===== src/rtl/dm_abstract_seq.sv =====
// rtl/dm_abstract_seq.sv - debug-module abstract command sequencer (IDLE/EXEC/POST)
// Validates command writes, drives exec/command to the core, tracks busy/cmderr and regno postincrement.
module dm_abstract_seq #(
  parameter int unsigned TIMEOUT = 256
) (
  input  logic        clk,
  input  logic        rst_n,
  input  logic        cmd_wr,
  input  logic [31:0] cmd_wdata,
  input  logic        cmderr_w1c,
  input  logic [2:0]  cmderr_wdata,
  input  logic        halted,
  input  logic        done,
  input  logic        error,
  output logic        exec,
  output logic [31:0] command,
  output logic        busy,
  output logic [2:0]  cmderr
);

  localparam int unsigned TW = $clog2(TIMEOUT);
  localparam logic [TW-1:0] TIMER_LAST = TW'(TIMEOUT - 1);

  localparam logic [2:0] ERR_BUSY      = 3'd1;
  localparam logic [2:0] ERR_NOTSUP    = 3'd2;
  localparam logic [2:0] ERR_EXCEPTION = 3'd3;
  localparam logic [2:0] ERR_HALTRESUME = 3'd4;
  localparam logic [2:0] ERR_TIMEOUT   = 3'd7;

  typedef enum logic [1:0] {
    S_IDLE,
    S_EXEC,
    S_POST
  } state_e;

  state_e        state_q, state_d;
  logic          exec_q, exec_d;
  logic          busy_q, busy_d;
  logic [2:0]    cmderr_q, cmderr_d;
  logic [31:0]   command_q, command_d;
  logic [TW-1:0] timer_q, timer_d;

  logic          err_set;
  logic [2:0]    err_val;

  logic [7:0]    wr_type;
  logic [2:0]    wr_size;
  logic          wr_transfer;
  logic          wr_unsupported;

  assign wr_type        = cmd_wdata[31:24];
  assign wr_size        = cmd_wdata[22:20];
  assign wr_transfer    = cmd_wdata[17];
  // Register access only supports 32-bit; memory access supports 8/16/32-bit.
  assign wr_unsupported = !((wr_type == 8'd0) || (wr_type == 8'd2)) || (wr_size > 3'd2) ||
                          ((wr_type == 8'd0) && (wr_size != 3'd2));

  always_comb begin
    state_d   = state_q;
    command_d = command_q;
    timer_d   = timer_q;
    err_set   = 1'b0;
    err_val   = 3'd0;

    case (state_q)
      S_IDLE: begin
        if (cmd_wr && (cmderr_q == 3'd0)) begin
          if (wr_unsupported) begin
            err_set = 1'b1;
            err_val = ERR_NOTSUP;
          end else if (!halted) begin
            err_set = 1'b1;
            err_val = ERR_HALTRESUME;
          end else if ((wr_type == 8'd0) && !wr_transfer) begin
            command_d = cmd_wdata;
            state_d   = S_POST;
          end else begin
            command_d = cmd_wdata;
            timer_d   = '0;
            state_d   = S_EXEC;
          end
        end
      end

      S_EXEC: begin
        timer_d = timer_q + 1'b1;
        if (done) begin
          if (error) begin
            err_set = 1'b1;
            err_val = ERR_EXCEPTION;
            state_d = S_IDLE;
          end else begin
            state_d = S_POST;
          end
        end else if (!halted) begin
          err_set = 1'b1;
          err_val = ERR_HALTRESUME;
          state_d = S_IDLE;
        end else if (timer_q == TIMER_LAST) begin
          err_set = 1'b1;
          err_val = ERR_TIMEOUT;
          state_d = S_IDLE;
        end
      end

      S_POST: begin
        if ((command_q[31:24] == 8'd0) && command_q[19]) begin
          command_d[15:0] = command_q[15:0] + 16'd1;
        end
        state_d = S_IDLE;
      end

      default: state_d = S_IDLE;
    endcase

    // A DMI write landing mid-sequence is rejected without disturbing the command.
    if (cmd_wr && (state_q != S_IDLE)) begin
      err_set = 1'b1;
      err_val = ERR_BUSY;
    end

    cmderr_d = cmderr_q;
    if (cmderr_w1c) begin
      cmderr_d = cmderr_q & ~cmderr_wdata;
    end
    if (err_set && (cmderr_q == 3'd0)) begin
      cmderr_d = err_val;
    end

    exec_d = (state_d == S_EXEC);
    busy_d = (state_d != S_IDLE);
  end

  always_ff @(posedge clk or negedge rst_n) begin
    if (!rst_n) begin
      state_q   <= S_IDLE;
      exec_q    <= 1'b0;
      busy_q    <= 1'b0;
      cmderr_q  <= 3'd0;
      command_q <= 32'd0;
      timer_q   <= '0;
    end else begin
      state_q   <= state_d;
      exec_q    <= exec_d;
      busy_q    <= busy_d;
      cmderr_q  <= cmderr_d;
      command_q <= command_d;
      timer_q   <= timer_d;
    end
  end

  assign exec    = exec_q;
  assign busy    = busy_q;
  assign cmderr  = cmderr_q;
  assign command = command_q;

endmodule


===== config.mk =====
export PLATFORM = sky130hd
export DESIGN_NAME = dm_abstract_seq
export DESIGN_NICKNAME = d
export VERILOG_FILES = /design/src/rtl/dm_abstract_seq.sv
export SDC_FILE = /design/constraint.sdc
export NUM_CORES = 1
export LEC_CHECK = 0
export ABC_AREA = 1
export CAP_MARGIN = 15
export CORE_AREA = 2 2 83 85
export CTS_BUF_LIST = sky130_fd_sc_hd__clkbuf_4
export DETAILED_ROUTE_END_ITERATION = 16
export DIE_AREA = 0 0 85 87
export HOLD_SLACK_MARGIN = 0.15
export PLACE_DENSITY = 0.88
export SLEW_MARGIN = 20
export SYNTH_ARGS = -nofsm -noshare
export SYNTH_HDL_FRONTEND = slang
export SYNTH_SLANG_ARGS = --single-unit

===== constraint.sdc =====
create_clock -name clk -period 1.5 [get_ports clk]
set_input_delay 0.15 -clock clk [delete_from_list [all_inputs] [get_ports clk]]
set_output_delay 0.15 -clock clk [all_outputs]
set_load 0.02 [all_outputs]

# --- After elaboration in Yosys (flattened, before gate mapping) ---
# Cells that the tools add are included.
word_totals:
  regBits: 47
  out_inout_bits: 37
  word_cells: 86
classes:
  addsub: 2
  order_cmp: 1
  n_eq_ne: 11
  n_mux: 39
  bitwise: 3
  reduce_logical: 23
op_table:
  columns: ["op", "count"]
  rows:
  - ["16-bit 2-to-1 mux", 4]
  - ["8-bit 2-to-1 mux", 4]
  - ["16-bit case mux with 2 select lines", 1]
  - ["3-bit 2-to-1 mux", 9]
  - ["2-bit 2-to-1 mux", 9]
  - ["16-bit by 1-bit adder with 16-bit output (second input constant)", 1]
  - ["8-bit zero test", 2]
  - ["8-bit case mux with 2 select lines", 1]
  - ["2-bit != test (second input constant)", 5]
  - ["5-bit AND reduction", 2]
  - ["2-bit nonzero test", 5]
  - ["8-bit by 1-bit adder with 8-bit output (second input constant)", 1]
  - ["8-bit by 2-bit equality test with 1-bit output (second input constant)", 1]
  - ["8-bit equality test (second input constant)", 1]
  - ["1-bit 2-to-1 mux", 8]
  - ["1-bit logical AND", 6]
  - ["3-bit case mux with 2 select lines", 1]
  - ["2-bit by 1-bit equality test with 1-bit output (second input constant)", 2]
  - ["2-bit case mux with 2 select lines", 1]
  - ["4-bit AND reduction", 1]
  - ["3-bit AND", 1]
  - ["3-bit by 2-bit greater-than comparator with 1-bit output (second input constant)", 1]
  - ["3-bit zero test", 1]
  - ["1-bit logical OR", 3]
  - ["other kinds (7)", 8]

# --- Depth between registers and ports, before layout ---
# Gate-level depths: netlist of the first run.
logic_depth:
  word_depth: 11
  ltp_mapped: 11
  ltp_nobuf: 11

# --- Worst setup path after synthesis of the first run ---
# OpenSTA, ideal clock, no wires.
synth_path:
  kind: "reg-to-reg"
  start: "reg command_q[0] (netlist: command[0])"
  end: "reg command_q[4] (netlist: command[4])"
  setup_time_ns: 0.126
  t_arrival_ns: 1.388
  required_ns: 1.374
  slack_ns: -0.014
  path_stages_with_launch: 9
  period_less_slack_ns: 1.514
  cell_sequence: "dfrtp_1 ha_1 nand3_1 inv_1 or2_2 nand3_1 nand2_1 inv_1 o21ai_0"
synth_between:
  elab_chain_len: 3
synth_rtl:
  columns: ["item", "line", "rtl"]
  rows:
  - ["from (decl)", "40", "logic [31:0] command_q, command_d;"]
  - ["from (signal assigned)", "147", "command_q <= command_d;"]
  - ["16-bit by 1-bit adder with 16-bit output", "108", "command_d[15:0] = command_q[15:0] + 16'd1;"]
  - ["16-bit 2-to-1 mux", "107", "if ((command_q[31:24] == 8'd0) && command_q[19]) begin"]
  - ["16-bit case mux with 2 select lines", "65", "case (state_q)"]
# Every way passes these cells. The select of a mux whose other input is x is not followed.
# A chain may end at the register's enable or synchronous reset.

# --- Final worst setup path of the first run ---
layout_path:
  start: "reg cmderr_q[2] (netlist: cmderr[2])"
  end: "reg state_q[1]"
layout_between:
  elab_chain_len: 4
layout_rtl:
  columns: ["item", "line", "rtl"]
  rows:
  - ["from (decl)", "39", "logic [2:0] cmderr_q, cmderr_d;"]
  - ["from (signal assigned)", "146", "cmderr_q <= cmderr_d;"]
  - ["3-bit zero test", "67", "if (cmd_wr && (cmderr_q == 3'd0)) begin"]
  - ["1-bit logical AND", "67", null]
  - ["2-bit 2-to-1 mux", "67", null]
  - ["2-bit case mux with 2 select lines", "65", null]
  - ["via state_d[1]", "36", "state_e state_q, state_d;"]
  - ["to (signal assigned)", "143", "state_q <= state_d;"]
  - ["to (decl)", "36", null]
# The timed path passes the listed nets, and every way through them passes these cells.

==> results of run 1 <==
## final cells by class
type,count,area [sq um],area share
Clock inverter,3,28.78,0.007136
Clock buffer,5,37.54,0.009308
Timing Repair Buffer,110,1006,0.2495
Multi-Input combinational cell,278,1464,0.3630
Sequential cell,47,1186,0.2941
Tap cell,80,100.1,0.02482
Inverter,56,210.2,0.05213
## metrics by stage
step,power [W],cells
final,0.002722,579
after global routing,0.002882,579
after CTS,0.002704,573
after detailed placement,0.002040,564
after global placement,0.002017,564
after floorplan,0.001711,389
## cell usage after synthesis (all sizes together)
master / n
ha: 2
nor4: 1
inv: 56
mux2i: 3
nand4: 13
xnor2: 1
a31oi: 1
or2: 6
and3: 1
nand3b: 1
buf: 8
nand3: 34
xor2: 4
nor2: 38
nor3: 4
a21oi: 2
dfrtp: 47
o21ai: 27
o21bai: 2
nand2: 138
## worst max-delay path, delay by kind of cell (launching register included)
| family | cells | cell delay, ps |
|---|---|---|
| AND/OR/NAND/NOR | 8 | 860 |
| flip-flops | 1 | 420 |
| buffers and inverters | 2 | 190 |
## cells by family (layout without fill, tap and decap cells)
logic type	Yosys count	count (layout)	share of synthesized area
and+or+nand+nor	236	236	0.3724
muxes	3	3	0.01065
AOI/OAI and AO/OA	32	32	0.07501
DFF	47	47	0.4172
adders and majority gates	2	2	0.008876
xor gates and xnor gates	5	5	0.01553
buffers and inverters	64	174	0.1003
## path summary, 6_finish.rpt
path	cells past startpoint	startpoint	end
max	10	cmderr[2]	state_q[1]
min	2	rst_n	command[4]
max reg2reg	10	cmderr[2]	state_q[1]
min reg2reg	2	command[23]	command[23]
max in group asynchronous	3	rst_n	command[28]
min in group clk	3	cmd_wdata[18]	command[18]
## routing by layer
metal / vias to the layer above / GRT usage
li1: 1440 / -
met2: 116 / 0.3565
met4: 0 / 0.07215
met3: 14 / 0.04171
met1: 1397 / 0.2465
met5: - / 0
## sequential cells by signal, indices dropped and copies added, names as in the netlist
name,flops
command,32
timer_q,8
cmderr,3
state_q,2
busy,1
exec,1
## power breakdown
group	internal [W]	switching [W]	total (W)
Clock	0.000208	0.000472	0.000679
Sequential	0.00132	0.0000634	0.00139
Combinational	0.000305	0.000350	0.000655
Total	0.00184	0.000885	0.00272
## what timing repair did
| item | CTS | global route |
|---|---|---|
| gates resized for setup | 42 | 39 |
| hold buffers | 1 | 0 |
| setup buffers | 0 | 4 |
| hold endpoints to repair | 47 | 0 |
| pin swaps | 0 | 4 |
| cloned | 0 | 2 |
| setup endpoints to repair | 55 | 38 |
==> results.sh, run 1 <==
export IMPL_port_buffer_count=78
export IMPL_fp_row_count=30
export IMPL_cts_htree_levels=2
export IMPL_floorplan_initialDensity=0.4291
export IMPL_wl_met2_um=3917
export IMPL_grt_pass1_vias=2823
export IMPL_gp_congestion=0.9000
export IMPL_drc=0
export IMPL_cts_buffers=5
export IMPL_r2r_slack_ps=-6
export IMPL_status="finished, violations left"
export IMPL_finalCritPeriodShare=1.004
export IMPL_synth_cells=389
export IMPL_yosysWarnings=0
export IMPL_required_ps=1840
export IMPL_critical_path_class="reg -> reg"
export IMPL_n_antenna_cell=0
export IMPL_rsz0062_at_grt="yes"
export IMPL_clk_path_buf_depth=2
export IMPL_syn_area_sq_mm=0.002819
export IMPL_worstSetupStartpointType="flip-flop"
export IMPL_area_growth_pct=43.05
export IMPL_wl_um=7647
export IMPL_grt_max_degree=30
export IMPL_holdWs_ps=219.7
export IMPL_met3RoutedLength_um=542
export IMPL_slew_violations=0
export IMPL_worstPathCellList="nor2_2, nand3_2, nor2_2, nand2_1, nor2_4, buf_4, nand3_1, nand2_1, nand2_1, inv_1"
export IMPL_gr_total_overflow=0
export IMPL_die_area_sq_mm=0.007395
export IMPL_fin_nets=542
export IMPL_fin_worst_skew_ps=18.65
export IMPL_finalSetupViolCount=2
export IMPL_final_area_sq_mm=0.004033
export IMPL_yosysSeqAreaShare=0.4172
export IMPL_violations="negative setup slack"
export IMPL_ir_worst_vdd_mv=0.4072
export IMPL_wl_per_cell_um=13.21
export IMPL_power_density_mw_per_mm2=675.1
export IMPL_boundaryPins=79
export IMPL_dp_slack_ps=-234.5
export IMPL_coreArea_sq_mm=0.006569
export IMPL_via_count=2967
export IMPL_die_w_um=85
export IMPL_cap_violations=0
export IMPL_fmax_ghz=0.6642
export IMPL_final_util=0.6139
export IMPL_crit_slowest_cell="dfrtp_1"
export IMPL_topRoutingLayerUsed="met4"
export IMPL_fin_setup_tns_ps=-10.95
export IMPL_clock_root_buffer="clkbuf_4"
export IMPL_cts_tree="done"
export IMPL_power_leakage_nw=2.136
export IMPL_worst_slack_ps=-5.531
export IMPL_hold_viol=0
export IMPL_max_slew_margin_rel=0.7246
export IMPL_insertion_delay_ps=380
export IMPL_wl_met1_um=3054
export IMPL_dr_pass1_iters=5
export IMPL_crit_fanout=4
export IMPL_place_area_sq_mm=0.003825
export IMPL_layout_drive_gt1_share=0.2285
export IMPL_synth_area_per_cell_sq_um=7.247
export IMPL_fillCellCount=547
export IMPL_cts_reportedPaths_clkPinSlew_ps=160
export IMPL_synth_nets=433
export IMPL_yosysTopAreaCell="dfrtp_1"
export IMPL_critPathMaxStageDelay_ps=420
export IMPL_cts_sinks=47
export IMPL_crit_path_end_kind="flip-flop"
export IMPL_yosysTopAreaCellShare=0.4172
export IMPL_dp_final_hpwl_um=5568
export IMPL_period_needed_ps=1506
export IMPL_grt_pass1_wl_um=12250
export IMPL_ys_ff_latch=47
export IMPL_die_y_um=87
export IMPL_antenna_found_initial=0
export IMPL_critPathArrivalTime_ps=1840
export IMPL_hold_path_class="in -> async"
export IMPL_final_common_cell="nand2_1"
export IMPL_netlist_top_cells_area="dfrtp_1 42%, nand2_1 17%, inv_1 7.2%, nand3_1 5.7%, nor2_1 4.4%"
export IMPL_cp_common_cell="nand2_1"
export IMPL_vias_per_cell=5.124
export IMPL_grt_use_total=0.2027
export IMPL_ys_types=29
export IMPL_worst_pin_slew_ps=413.1
export IMPL_first_iter_violations=177
export IMPL_layout_common_cells="117 x nand2_1, 52 x inv_1, 40 x clkdlybuf4s50_1"
export IMPL_ant_nets=0
Note: power is estimated with default switching activity, not from simulation.
==> inputs of run 2 (changes only) <==
--- a/config.mk
+++ b/config.mk
@@ -7,12 +7,13 @@
 export LEC_CHECK = 0
 export ABC_AREA = 1
 export CAP_MARGIN = 15
-export CORE_AREA = 2 2 83 85
+export CORE_AREA = 4 4 85 87
 export CTS_BUF_LIST = sky130_fd_sc_hd__clkbuf_4
 export DETAILED_ROUTE_END_ITERATION = 16
-export DIE_AREA = 0 0 85 87
+export DIE_AREA = 0 0 89 91
+export DONT_BUFFER_PORTS = 1
 export HOLD_SLACK_MARGIN = 0.15
-export PLACE_DENSITY = 0.88
+export PLACE_DENSITY = 0.71
 export SLEW_MARGIN = 20
 export SYNTH_ARGS = -nofsm -noshare
 export SYNTH_HDL_FRONTEND = slang
==> run 2 against run 1 <==
  * The flow now finishes without violations
  * Flip-flop and latch count unchanged
  * Sequential share of layout area is 2.3 points higher
  * Final area fell by 7.6%
  * Power shrank 2.4%
  * Non-clock buffer count down 33
  * Register-to-register slack better by 40 ps
  * Highest routed layer unchanged
==> results.sh, run 2 (synthesis gave the netlist of run 1 again) <==
export IMPL_hold_viol=0
export IMPL_critPathArrivalTime_ps=1810
export IMPL_boundaryPins=79
export IMPL_hold_path_class="in -> reg"
export IMPL_grt_pass1_vias=2688
export IMPL_total_power_w=0.002656
export IMPL_required_ps=1840
export IMPL_power_leakage_nw=1.928
export IMPL_crit_start="cmderr[1]"
export IMPL_vias_per_cell=5.024
export IMPL_finalSetupViolCount=0
export IMPL_holdWs_ps=166.4
export IMPL_die_area_sq_mm=0.008099
export IMPL_fp_row_count=29
export IMPL_ir_worst_vdd_mv=0.4872
export IMPL_wl_per_cell_um=13.22
export IMPL_final_util=0.5866
export IMPL_critPathMaxStageDelay_ps=430
export IMPL_finalCritPeriodShare=0.9769
export IMPL_wl_um=7181
export IMPL_path_buf_inv=1
export IMPL_cts_sinks=47
export IMPL_worstSetupStartpointType="flip-flop"
export IMPL_layout_common_cells="124 x nand2_1, 52 x inv_1, 43 x dfrtp_1"
export IMPL_slew_violations=0
export IMPL_path_delay_family="simple AND/OR/NAND/NOR gates"
export IMPL_worst_pin_slew_ps=332.3
export IMPL_via_count=2728
export IMPL_critical_path_class="reg -> reg"
export IMPL_insertion_delay_ps=390
export IMPL_gr_total_overflow=0
export IMPL_clock_root_buffer="clkbuf_4"
export IMPL_fmax_ghz=0.6824
export IMPL_first_iter_violations=86
export IMPL_rsz0062_at_grt="yes"
export IMPL_crit_fanout=14
export IMPL_status="finished, final reports clean"
export IMPL_drc=0
export IMPL_die_y_um=91
export IMPL_dr_pass1_iters=5
export IMPL_area_growth_pct=32.13
export IMPL_clk_path_buf_depth=2
export IMPL_crit_slowest_cell="dfrtp_1"
export IMPL_final_common_cell="nand2_1"
export IMPL_grt_pass1_wl_um=11810
export IMPL_cts_reportedPaths_clkPinSlew_ps=160
export IMPL_power_density_mw_per_mm2=713.2
export IMPL_fin_nets=509
export IMPL_antenna_found_initial=0
export IMPL_cts_htree_levels=2
export IMPL_fin_worst_skew_ps=9.017
export IMPL_worstPathCellList="nor2_2, nand3_2, nor2_2, nand2_2, nor2_4, buf_4, nand2_1, nand2_1"
export IMPL_largest_register_ffs=32
export IMPL_layout_drive_gt1_share=0.2403
export IMPL_max_slew_margin_rel=0.7767
export IMPL_period_needed_ps=1465
export IMPL_die_w_um=89
export IMPL_cts_buffers=5
export IMPL_floorplan_initialDensity=0.4439
export IMPL_grt_use_total=0.1809
export IMPL_coreArea_sq_mm=0.006350
export IMPL_cts_tree="done"
export IMPL_port_buffer_count=0
export IMPL_fillCellCount=562
export IMPL_grt_max_degree=48
export IMPL_final_area_sq_mm=0.003725
export IMPL_gp_congestion=0.8666
export IMPL_n_antenna_cell=0
export IMPL_cap_violations=0
export IMPL_r2r_start="cmderr[1]"
export IMPL_place_area_sq_mm=0.003156
export IMPL_worstHoldStart="halted"
export IMPL_dp_final_hpwl_um=5250
export IMPL_crit_path_end_kind="flip-flop"
export IMPL_ant_nets=0
## run 2: layout make-up
cell class	instances	area, sq um	share of cell area
Tap cell	77	96.34	0.02586
Clock buffer	5	37.54	0.01008
Clock inverter	3	28.78	0.007726
Timing Repair Buffer	77	720.7	0.1935
Multi-Input combinational cell	278	1448	0.3886
Inverter	56	212.7	0.05710
Sequential cell	47	1181	0.3171
## run 2: repair_timing
action / in CTS / in global routing
hold buffers: 37 / 0
gates resized for setup: 3 / 31
pin swaps: 0 / 9
setup endpoints to repair: 6 / 36
buffers inserted: 0 / 2
endpoints found under the hold margin: 78 / 0
## run 2: worst reg2reg max path, stage by stage (launching register included)
cell and delay, ps:
dfrtp_1 430, nor2_2 140, nand3_2 110, nor2_2 140
nand2_2 80, nor2_4 150, buf_4 230, nand2_1 80
nand2_1 70
## run 2: worst paths after layout
kind,to,slack (ps),depth (start not counted)
max,command[18],30,8
min,cmderr[1],170,6
max reg2reg,command[18],30,8
min reg2reg,command[24],540,2
max in group asynchronous,command[5],1010,2
min in group asynchronous,command[26],270,2
## run 2: stage by stage
| step | cells | TNS [ps] | setup WS, ps |
|---|---|---|---|
| final | 543 | 0 | 34.65 |
| after global routing | 543 | -917.0 | -83.17 |
| after CTS | 541 | 0 | 9.012 |
| after detailed placement | 496 | -46.66 | -33.05 |
| after global placement | 496 | 0 | 28.92 |
| after floorplan | 389 | 0 | 1.169 |
## run 2: layer usage
layer | track usage | share of wire
met1 | 0.2163 | 0.41
met2 | 0.3218 | 0.50
met3 | 0.05430 | 0.081
met4 | 0.02978 | 0.0082
met5 | 0 | 0
## run 2: where the power goes
| part | total (W) | internal [W] | switching, W | leakage, nW |
|---|---|---|---|---|
| Sequential | 0.00138 | 0.00132 | 0.0000611 | 0.563 |
| Combinational | 0.000579 | 0.000256 | 0.000324 | 1.33 |
| Clock | 0.000692 | 0.000208 | 0.000485 | 0.0381 |
| Total | 0.00266 | 0.00179 | 0.000869 | 1.93 |
==> inputs of run 3 (changes only) <==
--- a/config.mk
+++ b/config.mk
@@ -7,13 +7,14 @@
 export LEC_CHECK = 0
 export ABC_AREA = 1
 export CAP_MARGIN = 15
-export CORE_AREA = 4 4 85 87
+export CORE_AREA = 4 4 74 76
 export CTS_BUF_LIST = sky130_fd_sc_hd__clkbuf_4
 export DETAILED_ROUTE_END_ITERATION = 16
-export DIE_AREA = 0 0 89 91
+export DIE_AREA = 0 0 78 80
 export DONT_BUFFER_PORTS = 1
+export GPL_TIMING_DRIVEN = 0
 export HOLD_SLACK_MARGIN = 0.15
-export PLACE_DENSITY = 0.71
+export PLACE_DENSITY = 0.88
 export SLEW_MARGIN = 20
 export SYNTH_ARGS = -nofsm -noshare
 export SYNTH_HDL_FRONTEND = slang
==> run 3 against run 2 <==
  * Critical endpoint is now command[9]
  * Critical path depth is 2 higher
  * Final cell count is 5.2% lower
  * Maximum frequency is 8.1% lower
  * Via count is 7.1% higher
  * Sequential share of layout area is 0.38 points higher
  * Global-route usage is 7.5 points higher
  * Die area is 23% lower
  * Power is 5.7% higher
  * Register-to-register slack worse by 130 ps
  * Combinational power is 8.3% lower
  * The flow now finishes with violations (negative setup slack)
  * Core utilization is 21 points higher
==> results.sh, run 3 (synthesis gave the netlist of run 1 again) <==
export IMPL_largest_register_ffs=32
export IMPL_grt_pass1_vias=2848
export IMPL_period_needed_ps=1595
export IMPL_dp_slack_ps=-211.5
export IMPL_hold_viol=0
export IMPL_worstSetupStartpointType="flip-flop"
export IMPL_die_area_sq_mm=0.006240
export IMPL_first_iter_violations=223
export IMPL_fin_nets=491
export IMPL_n_antenna_cell=0
export IMPL_wl_per_cell_um=16.95
export IMPL_fin_worst_skew_ps=18.53
export IMPL_layout_common_cells="110 x nand2_1, 51 x inv_1, 36 x dlygate4sd3_1"
export IMPL_worstHoldStart="halted"
export IMPL_cts_reportedPaths_clkPinSlew_ps=140
export IMPL_cts_tree="done"
export IMPL_die_y_um=80
export IMPL_finalSetupViolCount=31
export IMPL_hold_path_class="in -> reg"
export IMPL_fmax_ghz=0.6271
export IMPL_switchingPower_w=0.0008707
export IMPL_critical_path_class="reg -> reg"
export IMPL_required_ps=1760
export IMPL_worst_slack_ps=-94.75
export IMPL_insertion_delay_ps=370
export IMPL_ir_worst_vdd_mv=0.5905
export IMPL_p_seq_frac=0.523
export IMPL_switching_share=0.3100
export IMPL_die_w_um=78
export IMPL_slew_violations=0
export IMPL_total_power_w=0.002809
export IMPL_place_inst=456
export IMPL_power_density_mw_per_mm2=750.4
export IMPL_clk_path_buf_depth=2
export IMPL_ant_nets=0
export IMPL_place_area_sq_mm=0.002905
export IMPL_grt_max_degree=48
export IMPL_cap_violations=0
export IMPL_wl_um=8728
export IMPL_rsz0062_at_grt="yes"
export IMPL_fillCellCount=272
export IMPL_coreArea_sq_mm=0.004723
export IMPL_fp_row_count=25
export IMPL_critPathArrivalTime_ps=1860
export IMPL_r2r_start="cmderr[1]"
export IMPL_worst_pin_slew_ps=418.8
export IMPL_area_growth_pct=32.80
export IMPL_clockPowerShare=0.288
export IMPL_boundaryPins=79
export IMPL_cts_htree_levels=2
export IMPL_via_count=2922
export IMPL_max_slew_margin_rel=0.7208
export IMPL_drc=0
export IMPL_gp_congestion=0.8638
export IMPL_grt_pass1_wl_um=12700
export IMPL_cts_buffers=5
export IMPL_gr_total_overflow=0
export IMPL_dp_final_hpwl_um=4976
export IMPL_crit_path_end_kind="flip-flop"
export IMPL_final_common_cell="nand2_1"
export IMPL_grt_use_total=0.2558
export IMPL_antenna_found_initial=0
export IMPL_status="finished, violations left"
export IMPL_crit_start="cmderr[1]"
export IMPL_cts_sinks=47
export IMPL_p_comb_frac=0.189
export IMPL_floorplan_initialDensity=0.5968
export IMPL_clock_root_buffer="clkbuf_4"
export IMPL_fin_cells=515
export IMPL_port_buffer_count=0
export IMPL_crit_fanout=7
export IMPL_vias_per_cell=5.674
export IMPL_power_leakage_nw=1.860
export IMPL_dr_pass1_iters=5
export IMPL_internal_power_w=0.001938
export IMPL_layout_drive_gt1_share=0.2746
export IMPL_finalCritPeriodShare=1.063
export IMPL_violations="negative setup slack"
export IMPL_final_area_sq_mm=0.003744
run 3: worst paths after layout:
kind / end / cells after the start / slack, ps
setup / recovery: command[9] / 10 / -90
hold / removal: cmderr[2] / 5 / 200
setup reg to reg: command[9] / 10 / -90
hold reg to reg: timer_q[4] / 2 / 590
max in group asynchronous: command[6] / 2 / 980
min in group asynchronous: command[14] / 2 / 260
run 3: layout make-up:
| cell class | count | area [sq um] | area share |
|---|---|---|---|
| multi-input cells | 278 | 1555 | 0.4154 |
| flip-flops and latches | 47 | 1201 | 0.3209 |
| repair buffers | 51 | 521.8 | 0.1394 |
| inverters | 56 | 212.7 | 0.05682 |
| plain buffers | 8 | 83.83 | 0.02239 |
| well taps | 67 | 83.83 | 0.02239 |
| clock inverters | 3 | 47.55 | 0.01270 |
| clock buffers | 5 | 37.54 | 0.01003 |
run 3: per-stage QoR:
| step | utilization | TNS, ps | hold WS [ps] |
|---|---|---|---|
| final | 0.7926 | -1745 | 203.5 |
| after global routing | 0.7926 | -4386 | 201.7 |
| after CTS | 0.7468 | -465.4 | 159.3 |
| after global placement | 0.6151 | -4197 | -144.5 |
| after detailed placement | 0.6151 | -5261 | -144.5 |
| after floorplan | - | 0 | -145.6 |
run 3: routing by layer:
metal | vias up | wire [um] | GRT usage
li1 | 1339 | - | -
met1 | 1369 | 3094 | 0.2801
met5 | - | 0 | 0
met3 | 40 | 733 | 0.06208
met4 | 0 | 291 | 0.09266
met2 | 174 | 4609 | 0.4777
run 3: critical path, cell delays in order, from the launching register on:
cell and delay, ps:
dfrtp_2 510, nor2_4 170, nand3_4 110, inv_2 70
nand3_2 60, nand2_2 70, nand3_2 90, buf_6 160
clkbuf_16 160, nand2_4 50, o21ai_2 40
run 3: power groups by stage:
stage	Clock (W)	Combinational [W]	Sequential, W
2_1_floorplan	0	0.000264	0.00145
3_3_place_gp	0	0.000295	0.00146
3_5_place_dp	0	0.000312	0.00147
4_1_cts	0.000813	0.000458	0.00146
5_1_grt	0.000878	0.000583	0.00147
6_report	0.000808	0.000531	0.00147
run 3: timing repair:
action	CTS	global route
gates resized for setup	39	45
hold buffers	37	0
setup buffers	7	5
endpoints found under the setup margin	47	46
gates cloned	0	2
hold endpoints to repair	81	0
pin swaps	6	16
